--- src/rtl/pwla_act_pipe_if.sv ---
// Sample stream bundle between the MAC array, the activation pipe and layer writeback.
// Upstream side is in_*, downstream side is out_*; sat_count rides along as status.
interface pwla_act_pipe_if #(
   parameter int DATA_W = 16
);
   logic              in_valid;
   logic              in_ready;
   logic [DATA_W-1:0] in_x;
   logic              in_mode;
   logic              out_valid;
   logic              out_ready;
   logic [DATA_W-1:0] out_y;
   logic [15:0]       sat_count;

   modport slave (
      input  in_valid, in_x, in_mode, out_ready,
      output in_ready, out_valid, out_y, sat_count
   );

   modport master (
      output in_valid, in_x, in_mode, out_ready,
      input  in_ready, out_valid, out_y, sat_count
   );
endinterface

--- src/rtl/pwla_act_pipe.sv ---
// PLAN piecewise-linear sigmoid/tanh, signed Q(FRAC_W); PWLA_SAT_CNT_EN adds a saturation counter.
// Latency 3 cycles (S1 magnitude, S2 segment, S3 symmetry), 1 sample/cycle.
// Full backpressure: each stage holds when the next is stalled; in_ready is combinational from out_ready.
module pwla_act_pipe #(
   parameter int DATA_W = 16,
   parameter int FRAC_W = 10
) (
   input  logic            clk,
   input  logic            reset_n,
   pwla_act_pipe_if.slave  bus
);

   localparam logic [DATA_W-1:0] MAX_POS = {1'b0, {(DATA_W-1){1'b1}}};
   localparam logic [DATA_W-1:0] MIN_NEG = {1'b1, {(DATA_W-1){1'b0}}};
   localparam logic [DATA_W-1:0] U       = DATA_W'(1 << FRAC_W);
   localparam logic [DATA_W-1:0] T_SAT   = DATA_W'(5 << FRAC_W);
   localparam logic [DATA_W-1:0] T_HI    = DATA_W'(19 << (FRAC_W - 3));
   localparam logic [DATA_W-1:0] OFF_HI  = DATA_W'(27 << (FRAC_W - 5));
   localparam logic [DATA_W-1:0] OFF_MID = DATA_W'(5 << (FRAC_W - 3));
   localparam logic [DATA_W-1:0] OFF_LO  = DATA_W'(1 << (FRAC_W - 1));

   logic              s1_vld, s2_vld, s3_vld;
   logic              s1_adv, s2_adv, s3_adv;
   logic              in_xfer;

   logic              s1_neg, s1_mode;
   logic [DATA_W-1:0] s1_a;
   logic              s2_neg, s2_mode;
   logic [DATA_W-1:0] s2_y;
   logic [DATA_W-1:0] s3_y;

   logic              neg_c;
   logic [DATA_W-1:0] abs_c, mag_c;
   logic [DATA_W-1:0] y_c;
   logic [DATA_W-1:0] t_c, r_c;

   // Ready chain runs back from the output; a bubble anywhere lets upstream move.
   assign s3_adv  = !s3_vld || bus.out_ready;
   assign s2_adv  = s3_adv || !s2_vld;
   assign s1_adv  = s2_adv || !s1_vld;
   assign in_xfer = bus.in_valid && s1_adv;

   assign bus.in_ready  = s1_adv;
   assign bus.out_valid = s3_vld;
   assign bus.out_y     = s3_y;

   always_comb begin
      neg_c = bus.in_x[DATA_W-1];
      abs_c = bus.in_x;
      if (neg_c) begin
         abs_c = (bus.in_x == MIN_NEG) ? MAX_POS : -bus.in_x;
      end
      mag_c = abs_c;
      if (bus.in_mode) begin
         mag_c = abs_c[DATA_W-2] ? MAX_POS : {abs_c[DATA_W-2:0], 1'b0};
      end
   end

   always_comb begin
      if (s1_a >= T_SAT) begin
         y_c = U;
      end else if (s1_a >= T_HI) begin
         y_c = (s1_a >> 5) + OFF_HI;
      end else if (s1_a >= U) begin
         y_c = (s1_a >> 3) + OFF_MID;
      end else begin
         y_c = (s1_a >> 2) + OFF_LO;
      end
   end

   // Modulo-2^DATA_W arithmetic gives the same low bits as a DATA_W+1 intermediate.
   always_comb begin
      t_c = {s2_y[DATA_W-2:0], 1'b0} - U;
      if (s2_mode) begin
         r_c = s2_neg ? -t_c : t_c;
      end else begin
         r_c = s2_neg ? (U - s2_y) : s2_y;
      end
   end

   always_ff @(posedge clk or negedge reset_n) begin
      if (!reset_n) begin
         s1_vld  <= 1'b0;
         s1_neg  <= 1'b0;
         s1_mode <= 1'b0;
         s1_a    <= '0;
         s2_vld  <= 1'b0;
         s2_neg  <= 1'b0;
         s2_mode <= 1'b0;
         s2_y    <= '0;
         s3_vld  <= 1'b0;
         s3_y    <= '0;
      end else begin
         if (s1_adv) begin
            s1_vld <= bus.in_valid;
         end
         if (in_xfer) begin
            s1_neg  <= neg_c;
            s1_mode <= bus.in_mode;
            s1_a    <= mag_c;
         end
         if (s2_adv) begin
            s2_vld <= s1_vld;
         end
         if (s2_adv && s1_vld) begin
            s2_neg  <= s1_neg;
            s2_mode <= s1_mode;
            s2_y    <= y_c;
         end
         if (s3_adv) begin
            s3_vld <= s2_vld;
         end
         if (s3_adv && s2_vld) begin
            s3_y <= r_c;
         end
      end
   end

`ifdef PWLA_SAT_CNT_EN
   logic        s2_sat, s3_sat;
   logic [15:0] sat_cnt;

   always_ff @(posedge clk or negedge reset_n) begin
      if (!reset_n) begin
         s2_sat  <= 1'b0;
         s3_sat  <= 1'b0;
         sat_cnt <= '0;
      end else begin
         if (s2_adv && s1_vld) begin
            s2_sat <= (s1_a >= T_SAT);
         end
         if (s3_adv && s2_vld) begin
            s3_sat <= s2_sat;
         end
         // Counts only on an output handshake so stalled samples are not recounted.
         if (s3_vld && bus.out_ready && s3_sat && (sat_cnt != 16'hFFFF)) begin
            sat_cnt <= sat_cnt + 16'd1;
         end
      end
   end

   assign bus.sat_count = sat_cnt;
`else
   assign bus.sat_count = '0;
`endif

endmodule
--- src/flat_wrapper.sv ---
// flat-port wrapper written by rule: the top's interface ports become plain ports
module pwla_act_pipe_flat 
#(
   parameter int DATA_W = 16,
   parameter int FRAC_W = 10
)
  (clk, reset_n, bus_in_valid, bus_in_x, bus_in_mode, bus_out_ready, bus_in_ready, bus_out_valid, bus_out_y, bus_sat_count);
  pwla_act_pipe_if #(.DATA_W(DATA_W)) bus_i ();
  input  logic clk;
  input  logic reset_n;
  input wire logic [$bits(bus_i.in_valid)-1:0] bus_in_valid;
  input wire logic [$bits(bus_i.in_x)-1:0] bus_in_x;
  input wire logic [$bits(bus_i.in_mode)-1:0] bus_in_mode;
  input wire logic [$bits(bus_i.out_ready)-1:0] bus_out_ready;
  output wire logic [$bits(bus_i.in_ready)-1:0] bus_in_ready;
  output wire logic [$bits(bus_i.out_valid)-1:0] bus_out_valid;
  output wire logic [$bits(bus_i.out_y)-1:0] bus_out_y;
  output wire logic [$bits(bus_i.sat_count)-1:0] bus_sat_count;
  assign bus_i.in_valid = bus_in_valid;
  assign bus_i.in_x = bus_in_x;
  assign bus_i.in_mode = bus_in_mode;
  assign bus_i.out_ready = bus_out_ready;
  assign bus_in_ready = bus_i.in_ready;
  assign bus_out_valid = bus_i.out_valid;
  assign bus_out_y = bus_i.out_y;
  assign bus_sat_count = bus_i.sat_count;
  pwla_act_pipe #(.DATA_W(DATA_W), .FRAC_W(FRAC_W)) u_core (.clk(clk), .reset_n(reset_n), .bus(bus_i));
endmodule
--- config.mk ---
export PLATFORM = sky130hd
export DESIGN_NAME = pwla_act_pipe_flat
export DESIGN_NICKNAME = d
export VERILOG_FILES = /design/src/rtl/pwla_act_pipe_if.sv /design/src/rtl/pwla_act_pipe.sv /design/src/flat_wrapper.sv
export SDC_FILE = /design/constraint.sdc
export NUM_CORES = 1
export LEC_CHECK = 0
export BUFFER_PORTS_ARGS = -buffer_cell sky130_fd_sc_hd__buf_4
export CORE_MARGIN = 2
export CORE_UTILIZATION = 52
export DETAILED_ROUTE_END_ITERATION = 6
export PLACE_DENSITY = 0.76
export RECOVER_POWER = 50
export SLEW_MARGIN = 20
export SYNTH_ARGS = -nofsm -noshare
export SYNTH_HDL_FRONTEND = slang
export SYNTH_SLANG_ARGS = --single-unit
--- constraint.sdc ---
create_clock -name clk -period 2.55 [get_ports clk]
set_clock_uncertainty 0.15 [all_clocks]
set_input_delay 0.1275 -clock clk [delete_from_list [all_inputs] [get_ports clk]]
set_output_delay 0.1275 -clock clk [all_outputs]
set_load 0.01 [all_outputs]
# After elaboration in Yosys (flattened, before gate mapping)
# Index checks and enable logic that the tools add are counted.
# W data, S select, Z words.
# op_classes
add_sub_neg	7
n_lt_le_gt_ge	3
eq_ne	1
muxes	10
reduce_logical	9
# op_table
operator	count
$mux W16	9
$neg A16 Y16	2
$eq A16 B16 Y1 const B	1
$ge A16 B11 Y1 const B	1
$ge A16 B12 Y1 const B	1
$ge A16 B13 Y1 const B	1
$sub A11 B16 Y16 const A	1
$sub A16 B11 Y16 const B	1
$add A14 B10 Y15 const B	1
$mux W15	1
$add A13 B10 Y14 const B	1
$add A11 B10 Y12 const B	1
$logic_and A1 B1 Y1	3
$logic_not A1 Y1	3
$logic_or A1 B1 Y1	3
# word_totals
reg_bits	55
in_bits	21
word_cells	40

# Logic depth before layout (Yosys ltp)
# Gate-level depths: netlist of run 1.
# depth
word_depth	5
depth_mapped	9
ltp_nobuf	7

# Worst setup path before layout of run 1
# OpenSTA, ideal clock, no wires.
# synth_path
path_kind	register to register
start	reg u_core.s1_a[11]
end	reg u_core.s2_y[8]
setup_ns	0.127
t_arrival_ns	2.284
slack_ns	-0.010
stages_incl_launch_ff	9
n_path_buf	1
path_cell_list	dfrtp_1 > inv_1 > ha_1 > or3b_2 > o311ai_4 > buf_6 > mux2i_1 > nor3_2 > a221o_2
# synth_between
elab_chain_len	4
elab_cells_between_ends	8
# synth_rtl
item	line_no	text
start, declared	pwla_act_pipe.sv:27	logic [DATA_W-1:0] s1_a;
start signal, assigned	pwla_act_pipe.sv:100	s1_a <= mag_c;
$add A13 B10 Y14 or $ge A16 B11 Y1 (tied branches)	pwla_act_pipe.sv:65, pwla_act_pipe.sv:64	
$mux W16	pwla_act_pipe.sv:64	end else if (s1_a >= U) begin
$mux W16	pwla_act_pipe.sv:62	end else if (s1_a >= T_HI) begin
$mux W16 *	pwla_act_pipe.sv:60	if (s1_a >= T_SAT) begin
end signal, assigned	pwla_act_pipe.sv:108	s2_y <= y_c;
end, declared	pwla_act_pipe.sv:29	logic [DATA_W-1:0] s2_y;
# Every way passes the cells marked *; elsewhere a longest branch is shown, timed or not.
# A chain may end at the register's enable or synchronous reset.

# Final worst setup path of run 1
# layout_path
start	reg u_core.s1_a[11]
end	reg u_core.s2_y[2]
# layout_between
elab_chain_len	4
elab_cells_between_ends	6
# layout_rtl
item	line_no
$ge A16 B11 Y1	pwla_act_pipe.sv:64
$mux W16	pwla_act_pipe.sv:64
$mux W16	pwla_act_pipe.sv:62
$mux W16 *	pwla_act_pipe.sv:60
# Marks and branches as above.

==> impl_metrics.tcl, run 1 <==
set metrics [dict create \
    status "completed" \
    cp_top_family "compound AO/OA/AOI/OAI gates" \
    synthesis.area_um2 3845 \
    r2r-end "u_core.s2_y[2]" \
    max_freq_ghz 0.4244 \
    grt_pass1_vias 3086 \
    whs_ns 0.002952 \
    highest_layer "met4" \
    cts_buffer_depth 2 \
    num-fill-cells 666 \
    multiInputGateArea_um2 2262 \
    synth-main-ff-cell "dfrtp_1" \
    fin_util 0.5966 \
    powerDensity_nw_per_um2 610.8 \
    die_w_um 89.99 \
    final.setup.tns_ns 0 \
    ys_seq_elements 54 \
    hold_viol_final 0 \
    io_buffers 38 \
    dr.pass1.iters 4 \
    grt_max_degree 55 \
    overflow 0 \
    critPathRequiredTime_ns 2.60 \
    register_area_um2 1351 \
    yosysUniqueCellTypes 71 \
    relSlewSlack 0.1468 \
    root_buffer "clkbuf_8" \
    reg2reg_from "u_core.s1_a[11]" \
    avgViaCountPerCell 5.679 \
    critPathKind "flop to flop" \
    wirelength_um 8448 \
    wl_met2_um 4361 \
    cts_sinks 54 \
    drtIter0Drc 194 \
    slew_violations 0 \
    path_clk_slew_ns 0.10 \
    crit_cells 8 \
    r2r_cells 8 \
    die_y_um 89.99 \
    fin_crit_sh 0.9241 \
    stdcell_count 563 \
    drc 0 \
    drtAntennaViolNets 0 \
    cts-buffers-inserted 5 \
    drt-met1-wl_um 3682 \
    p_leak_nw 1.933 \
    initial_core_util 0.5330 \
    io_pins 55 \
    vias 3197 \
    rows 31 \
    area_delta_synth_final_pct 11.94 \
    core_region_area_um2 7214 \
    n_antenna_cell 0 \
    gp_congestion 0.8905 \
    slowest_delay_ns 0.40 \
    cp-startpoint "u_core.s1_a[11]" \
    ys_seq_area_frac 0.3514 \
    crit_path_start_kind "flop" \
    grt_pass1_wl_um 14570 \
    antenna_found_initial 0 \
    die_area_um2 8098 \
    setup.worst_path.end "u_core.s2_y[2]" \
    synth-edff-count 0 \
    clk_latency_ns 0.31 \
    async_reset_ff_frac 1.000 \
    min_path_type "input port to flop" \
    synthCells 425 \
    drive_gt1_frac 0.1595 \
    htreeDepth 2 \
    regToRegSetupSlack_ns 0.19 \
    cts_tree "done" \
    worst_pin_slew_ns 1.280 \
    crit_buf_inv 2 \
    hpwlAfterDp_um 6574 \
    cpMaxStageDelayCell "dfrtp_1" \
    synth.avg_cell_area_um2 9.047 \
    cap_viol_max_count 0 \
    route.met3.wl_um 245 \
    fin_nets 496 \
    setup_viol 0 \
    end_kind "flop" \
    crit_fanout 7 \
    place_inst 553 \
    yosys_warnings 0 \
    cp_cell_sequence "inv_2 > ha_1 > or3b_4 > o311ai_4 > buf_4 > mux2i_1 > nor3_1 > a221o_1" \
    wl_per_cell_um 15.01 \
    arrival_ns 2.41 \
    rsz0062_at_grt "no" \
    vdd_ir_drop_max_uv 260.5 \
    layout_min_cycle_time_ns 2.356 \
    track_usage 0.2151 \
]
registers in the layout (all words and copies together), names as in the netlist:
name,cells
u_core.s2_vld,1
u_core.bus.out_y,16
u_core.s1_a,16
u_core.s2_neg,1
u_core.s2_mode,1
u_core.s2_y,15
u_core.s1_vld,1
u_core.bus.out_valid,1
u_core.s1_neg,1
u_core.s1_mode,1
cell usage after synthesis, drive strengths merged, types with 7 or more instances:
cell type | number | area (µm²)
nor2 | 31 | 116.4
nand2 | 41 | 153.9
a21oi | 22 | 113.9
a221o | 8 | 81.33
clkbuf | 17 | 65.06
nand2b | 7 | 43.79
ha | 12 | 150.1
mux2i | 14 | 140.1
o31ai | 7 | 52.55
xnor2 | 19 | 166.4
xor2 | 15 | 131.4
nor3 | 16 | 85.08
dfrtp | 54 | 1351
o21ai | 22 | 113.9
buf | 22 | 166.4
inv | 16 | 60.06
layout make-up:
type                            count  area share
Inverter                           16     0.01395
Sequential cell                    54      0.3140
Timing Repair Buffer               55     0.09215
Tap cell                           99     0.02878
Multi-Input combinational cell    331      0.5256
Clock inverter                      2    0.008721
Clock buffer                        6     0.01686
cell families (layout without fill, tap and decap cells):
logic type	count (synthesis)	count (layout)	synth area share
compound gates	114	114	0.2193
xor+xnor	34	34	0.07745
fa+ha+maj	12	12	0.03905
buf+inv	55	79	0.07582
flops	54	54	0.3514
mux	19	19	0.05109
other cells	1	16	0.0009753
simple gates	136	136	0.1848
routing by layer:
layer  track usage  vias up
li1              -     1601
met1        0.2608     1522
met2        0.3977       62
met3       0.02766       12
met4       0.06538        0
met5             0        -
worst min-delay path by stage:
stage,startpoint,slack (ns),depth (start not counted),end
after global routing,bus_in_x[15],0.01,3,u_core.s1_neg
after CTS,bus_in_x[0],0.00003,3,u_core.s1_a[1]
after detailed placement,reset_n,0.05,1,u_core.bus.out_y[6]
final,bus_in_x[0],0.003,3,u_core.s1_a[1]
after global placement,reset_n,0.05,1,u_core.bus.out_y[12]
after floorplan,reset_n,-0.32,0,u_core.bus.out_valid
placed cells by master, fill, tap and decap left out, types with 12 or more instances in the layout:
master,n
dfrtp_1,54
buf_4,47
nand2_1,41
nor2_1,31
o21ai_0,21
a21oi_1,21
xnor2_1,19
conb_1,16
inv_1,15
nor3_1,15
xor2_1,15
mux2i_1,14
ha_1,12
metrics by stage:
stage / worst slack, ns / area, µm² / total power (W)
2_1_floorplan: 0.05762 / 3904 / 0.001748
3_3_place_gp: 0.2027 / 4194 / 0.002051
3_5_place_dp: 0.08910 / 4194 / 0.002078
4_1_cts: 0.1428 / 4324 / 0.002653
5_1_grt: 0.003165 / 4304 / 0.002803
6_report: 0.1937 / 4304 / 0.002629
worst register-to-register path, cell delays in order (launching register included):
cell and delay (ns):
dfrtp_1 0.40, inv_2 0.09, ha_1 0.14, or3b_4 0.39
o311ai_4 0.33, buf_4 0.24, mux2i_1 0.21, nor3_1 0.06
a221o_1 0.26
what timing repair did:
item,in CTS,in global routing
buffers inserted,0,0
endpoints found under the hold margin,55,0
gates resized for setup,0,1
hold buffers,2,0
setup endpoints to repair,0,8
report_power, final:
part	switching [W]	total, W	internal (W)
registers	0.000146	0.00114	0.000991
logic	0.000493	0.000911	0.000418
clock network	0.000288	0.000581	0.000293
(Power assumes the default switching activity.)
==> run 2, diff against run 1 <==
Settings changed: CORE_MARGIN 2 to not set, MAX_ROUTING_LAYER set to met4.
==> run 2 against run 1 <==
Effect of this change:
- clock-buffer cell count unchanged
- routed wire length down 3.4%
- utilization increased by 1.8 points
- sequential power is essentially flat
- largest power group unchanged
- highest routed layer unchanged
==> impl_metrics.tcl, run 2 (synthesis gave the netlist of run 1 again) <==
set metrics [dict create \
    core_region_area_um2 6982 \
    cap_viol_max_count 0 \
    p_leak_nw 1.928 \
    io_buffers 38 \
    crit_buf_inv 1 \
    final_cell_mix "dfrtp_1 (54), buf_4 (45), nand2_1 (41)" \
    arrival_ns 2.45 \
    stdcell_count 561 \
    grt_max_degree 55 \
    slew_violations 0 \
    path_clk_slew_ns 0.09 \
    die_y_um 87.99 \
    cts-buffers-inserted 5 \
    multiInputGateArea_um2 2262 \
    fin_crit_sh 0.9414 \
    drtIter0Drc 143 \
    cts_buffer_depth 2 \
    crit_fanout 8 \
    area_delta_synth_final_pct 11.68 \
    hold_viol_final 0 \
    layout_min_cycle_time_ns 2.400 \
    register_area_um2 1351 \
    max_freq_ghz 0.4166 \
    min_path_type "input port to flop" \
    die_w_um 87.99 \
    grt_pass1_wl_um 13910 \
    drtAntennaViolNets 0 \
    clk_latency_ns 0.31 \
    n_antenna_cell 0 \
    cts_tree "done" \
    critPathKind "flop to flop" \
    end_kind "flop" \
    cpMaxStageDelayCell "dfrtp_1" \
    rows 30 \
    worst_pin_slew_ns 1.295 \
    mostFrequentLayoutCell "dfrtp_1" \
    slowest_delay_ns 0.49 \
    cp_cell_sequence "ha_1 > or3b_4 > o311ai_4 > buf_4 > mux2i_1 > nor3_1 > a221o_1" \
    crit_path_start_kind "flop" \
    drive_gt1_frac 0.1570 \
    grt_pass1_vias 3032 \
    antenna_found_initial 0 \
    status "completed" \
    overflow 0 \
    setup_viol 0 \
    critPathRequiredTime_ns 2.60 \
    relSlewSlack 0.1368 \
    initial_core_util 0.5507 \
    track_usage 0.2346 \
    cp_top_family "compound AO/OA/AOI/OAI gates" \
    final.setup.tns_ns 0 \
    root_buffer "clkbuf_8" \
    place_inst 549 \
    whs_ns 0.007209 \
    wirelength_um 8161 \
    gp_congestion 0.9041 \
    dr.pass1.iters 4 \
    die_area_um2 7742 \
    avgViaCountPerCell 5.752 \
    io_pins 55 \
    wl_per_cell_um 14.55 \
    hpwlAfterDp_um 6122 \
    vdd_ir_drop_max_uv 247.6 \
    htreeDepth 2 \
    powerDensity_nw_per_um2 589.9 \
    rsz0062_at_grt "no" \
    drc 0 \
    vias 3227 \
    cts_sinks 54 \
    num-fill-cells 622 \
    fin_nets 497 \
]
[run 2: area by class of cell]
type / count / area share
Inverter: 16 / 0.01399
Multi-Input combinational cell: 331 / 0.5268
Clock buffer: 6 / 0.01923
Timing Repair Buffer: 56 / 0.09441
Clock inverter: 2 / 0.002914
Sequential cell: 54 / 0.3147
Tap cell: 96 / 0.02797
[run 2: path summary, 6_finish.rpt]
| path | cells after the start | slack [ns] | end | start |
|---|---|---|---|---|
| setup / recovery | 7 | 0.15 | u_core.s2_y[2] | u_core.s1_a[10] |
| hold / removal | 3 | 0.007 | u_core.s1_a[11] | bus_in_mode |
| max in group asynchronous | 2 | 0.98 | u_core.s2_y[12] | reset_n |
| min in group asynchronous | 2 | 0.48 | u_core.bus.out_y[14] | reset_n |
| setup reg to reg | 7 | 0.15 | u_core.s2_y[2] | u_core.s1_a[10] |
| hold reg to reg | 2 | 0.33 | u_core.bus.out_y[5] | u_core.bus.out_y[5] |
[run 2: per-layer routing]
layer	share of wire	global-route usage
met1	0.45	0.2776
met2	0.50	0.4101
met3	0.034	0.03016
met4	0.014	0.07899
met5	0	-
[run 2: power by group]
part           internal (W)  switching, W  total, W
registers          0.000991      0.000146   0.00114
clock network      0.000219      0.000281  0.000500
logic              0.000407      0.000490  0.000897
[run 2: what timing repair did]
action | CTS | global route
setup buffers | 0 | 0
endpoints found under the setup margin | 0 | 6
gates resized for setup | 0 | 1
endpoints found under the hold margin | 57 | 0
hold buffers | 4 | 0
[run 2: tightest hold or removal path, stage by stage]
cell and delay (ns):
buf_4 0.13, inv_1 0.09, a31oi_1 0.08
[run 2: stage by stage]
stage / power [W] / util / worst slack (ns) / area, µm²
final: 0.002533 / 0.6151 / 0.1495 / 4294
after global routing: 0.002717 / 0.6151 / 0.03021 / 4294
after CTS: 0.002568 / 0.6185 / 0.1261 / 4318
after detailed placement: 0.002062 / 0.5991 / 0.1404 / 4183
after global placement: 0.002035 / 0.5991 / 0.2261 / 4183
after floorplan: 0.001748 / - / 0.05762 / 3904
==> run 3, diff against run 2 <==
Settings changed: CORE_UTILIZATION 52 to 54, CTS_BUF_LIST set to sky130_fd_sc_hd__clkbuf_8, PLACE_DENSITY 0.76 to 0.79.
==> run 3 against run 2 <==
Effect of this change:
- power down 0.26%
- highest routed layer unchanged
- utilization increased by 1.2 points
- clock power about the same
- via count grew 0.74%
- critical path depth is the same
==> impl_metrics.tcl, run 3 (synthesis gave the netlist of run 1 again) <==
set metrics [dict create \
    status "completed" \
    drive_gt1_frac 0.1573 \
    r2r_cells 7 \
    track_usage 0.2305 \
    die_w_um 86.38 \
    gp_congestion 0.9033 \
    cp_top_family "compound AO/OA/AOI/OAI gates" \
    cts_tree "done" \
    overflow 0 \
    rsz0062_at_grt "no" \
    dr.pass1.iters 6 \
    wirelength_um 7949 \
    final_cell_mix "dfrtp_1 (54), buf_4 (45), nand2_1 (41)" \
    arrival_ns 2.45 \
    slew_violations 0 \
    powerDensity_nw_per_um2 589.8 \
    clk_latency_ns 0.31 \
    critPathKind "flop to flop" \
    whs_ns 0.006962 \
    fin_crit_sh 0.9429 \
    crit_path_start_kind "flop" \
    cts-buffers-inserted 5 \
    avgViaCountPerCell 5.805 \
    wl_per_cell_um 14.19 \
    initial_core_util 0.5628 \
    drtIter0Drc 158 \
    cpMaxStageDelayCell "dfrtp_1" \
    min_to "u_core.s1_a[11]" \
    crit_fanout 8 \
    area_delta_synth_final_pct 11.42 \
    regToRegSetupSlack_ns 0.15 \
    multiInputGateArea_um2 2262 \
    reg2reg_from "u_core.s1_a[10]" \
    antenna_found_initial 0 \
    vias 3251 \
    cts_buffer_depth 2 \
    n_antenna_cell 0 \
    vdd_ir_drop_max_uv 225.2 \
    critPathRequiredTime_ns 2.59 \
    num-fill-cells 604 \
    grt_max_degree 55 \
    drtAntennaViolNets 0 \
    min_path_type "input port to flop" \
    grt-busiest-layer "met2" \
    min_from "bus_in_mode" \
    htreeDepth 2 \
    cp_cell_sequence "ha_1 > or3b_4 > o311ai_4 > buf_4 > mux2i_1 > nor3_1 > a221o_1" \
    path_clk_slew_ns 0.09 \
    post-cts-setup-buffers 0 \
    worst_pin_slew_ns 1.252 \
    crit_buf_inv 1 \
    layout_min_cycle_time_ns 2.404 \
    relSlewSlack 0.1656 \
    cap_viol_max_count 0 \
    final.setup.tns_ns 0 \
    mostFrequentLayoutCell "dfrtp_1" \
    core_region_area_um2 6832 \
    setup_viol 0 \
    end_kind "flop" \
    register_area_um2 1351 \
    drc 0 \
    root_buffer "clkbuf_8" \
    hold_viol_final 0 \
    max_freq_ghz 0.4159 \
    stdcell_count 560 \
    grtUsageMet2 0.4120 \
    die_y_um 86.38 \
    io_buffers 38 \
    grt_pass1_vias 2992 \
    grt_pass1_wl_um 13330 \
    cts_sinks 54 \
    hold_depth 3 \
    met3_usage 0.03524 \
    fin_nets 496 \
    place_inst 549 \
    die_area_um2 7462 \
    slowest_delay_ns 0.50 \
    rows 30 \
    p_leak_nw 1.923 \
    use_met1 0.2584 \
    hpwlAfterDp_um 6089 \
    io_pins 55 \
    r2r-end "u_core.s2_y[0]" \
]
run 3: cell types whose count changed in the layout (fill, tap and decap cells not counted):
| cell | change |
|---|---|
| dlygate4sd3_1 | -1 |
run 3: what timing repair did:
item                                    in CTS  in global routing
endpoints found under the setup margin       0                  1
hold buffers                                 3                  0
gates resized for setup                      0                  1
hold endpoints to repair                    56                  0
run 3: layout make-up:
class | count | share of cell area
repair buffers | 55 | 0.09229
inverters | 16 | 0.01402
clock inverters | 2 | 0.002921
multi-input cells | 331 | 0.5280
clock buffers | 6 | 0.01928
flip-flops and latches | 54 | 0.3154
well taps | 96 | 0.02804
run 3: layer usage:
| layer | part of all wire | vias to the layer above |
|---|---|---|
| li1 | - | 1604 |
| met1 | 0.43 | 1516 |
| met2 | 0.50 | 116 |
| met3 | 0.046 | 15 |
| met4 | 0.022 | 0 |
| met5 | 0 | - |
run 3: per-stage QoR:
| stage | power (W) | util | instance area (µm²) | setup slack [ns] |
|---|---|---|---|---|
| after floorplan | 0.001748 | - | 3904 | 0.05762 |
| after global placement | 0.002028 | 0.6123 | 4183 | 0.2234 |
| after detailed placement | 0.002055 | 0.6123 | 4183 | 0.1596 |
| after CTS | 0.002557 | 0.6306 | 4308 | 0.1626 |
| after global routing | 0.002700 | 0.6271 | 4284 | 0.02343 |
| final | 0.002527 | 0.6271 | 4284 | 0.1457 |
run 3: worst reg2reg max path, cell delays in order (launching register included):
cell and delay [ns]:
dfrtp_1 0.50, ha_1 0.18, or3b_4 0.39, o311ai_4 0.34
buf_4 0.22, mux2i_1 0.19, nor3_1 0.06, a221o_1 0.27
run 3: worst max path at each step:
stage                                from              to  slack (ns)  cells after the start
after floorplan           u_core.s1_a[11]  u_core.s2_y[8]        0.06                      8
after global placement        bus_in_x[0]  u_core.s1_a[5]        0.22                      8
after detailed placement      bus_in_x[0]  u_core.s1_a[5]        0.16                      8
after CTS                 u_core.s1_a[10]  u_core.s2_y[3]        0.16                      7
after global routing      u_core.s1_a[10]  u_core.s2_y[2]        0.02                      7
final                     u_core.s1_a[10]  u_core.s2_y[0]        0.15                      7
run 3: power by group:
part / total (W) / switching (W) / internal, W
logic: 0.000894 / 0.000485 / 0.000409
registers: 0.00113 / 0.000144 / 0.000991
clock network: 0.000498 / 0.000279 / 0.000219
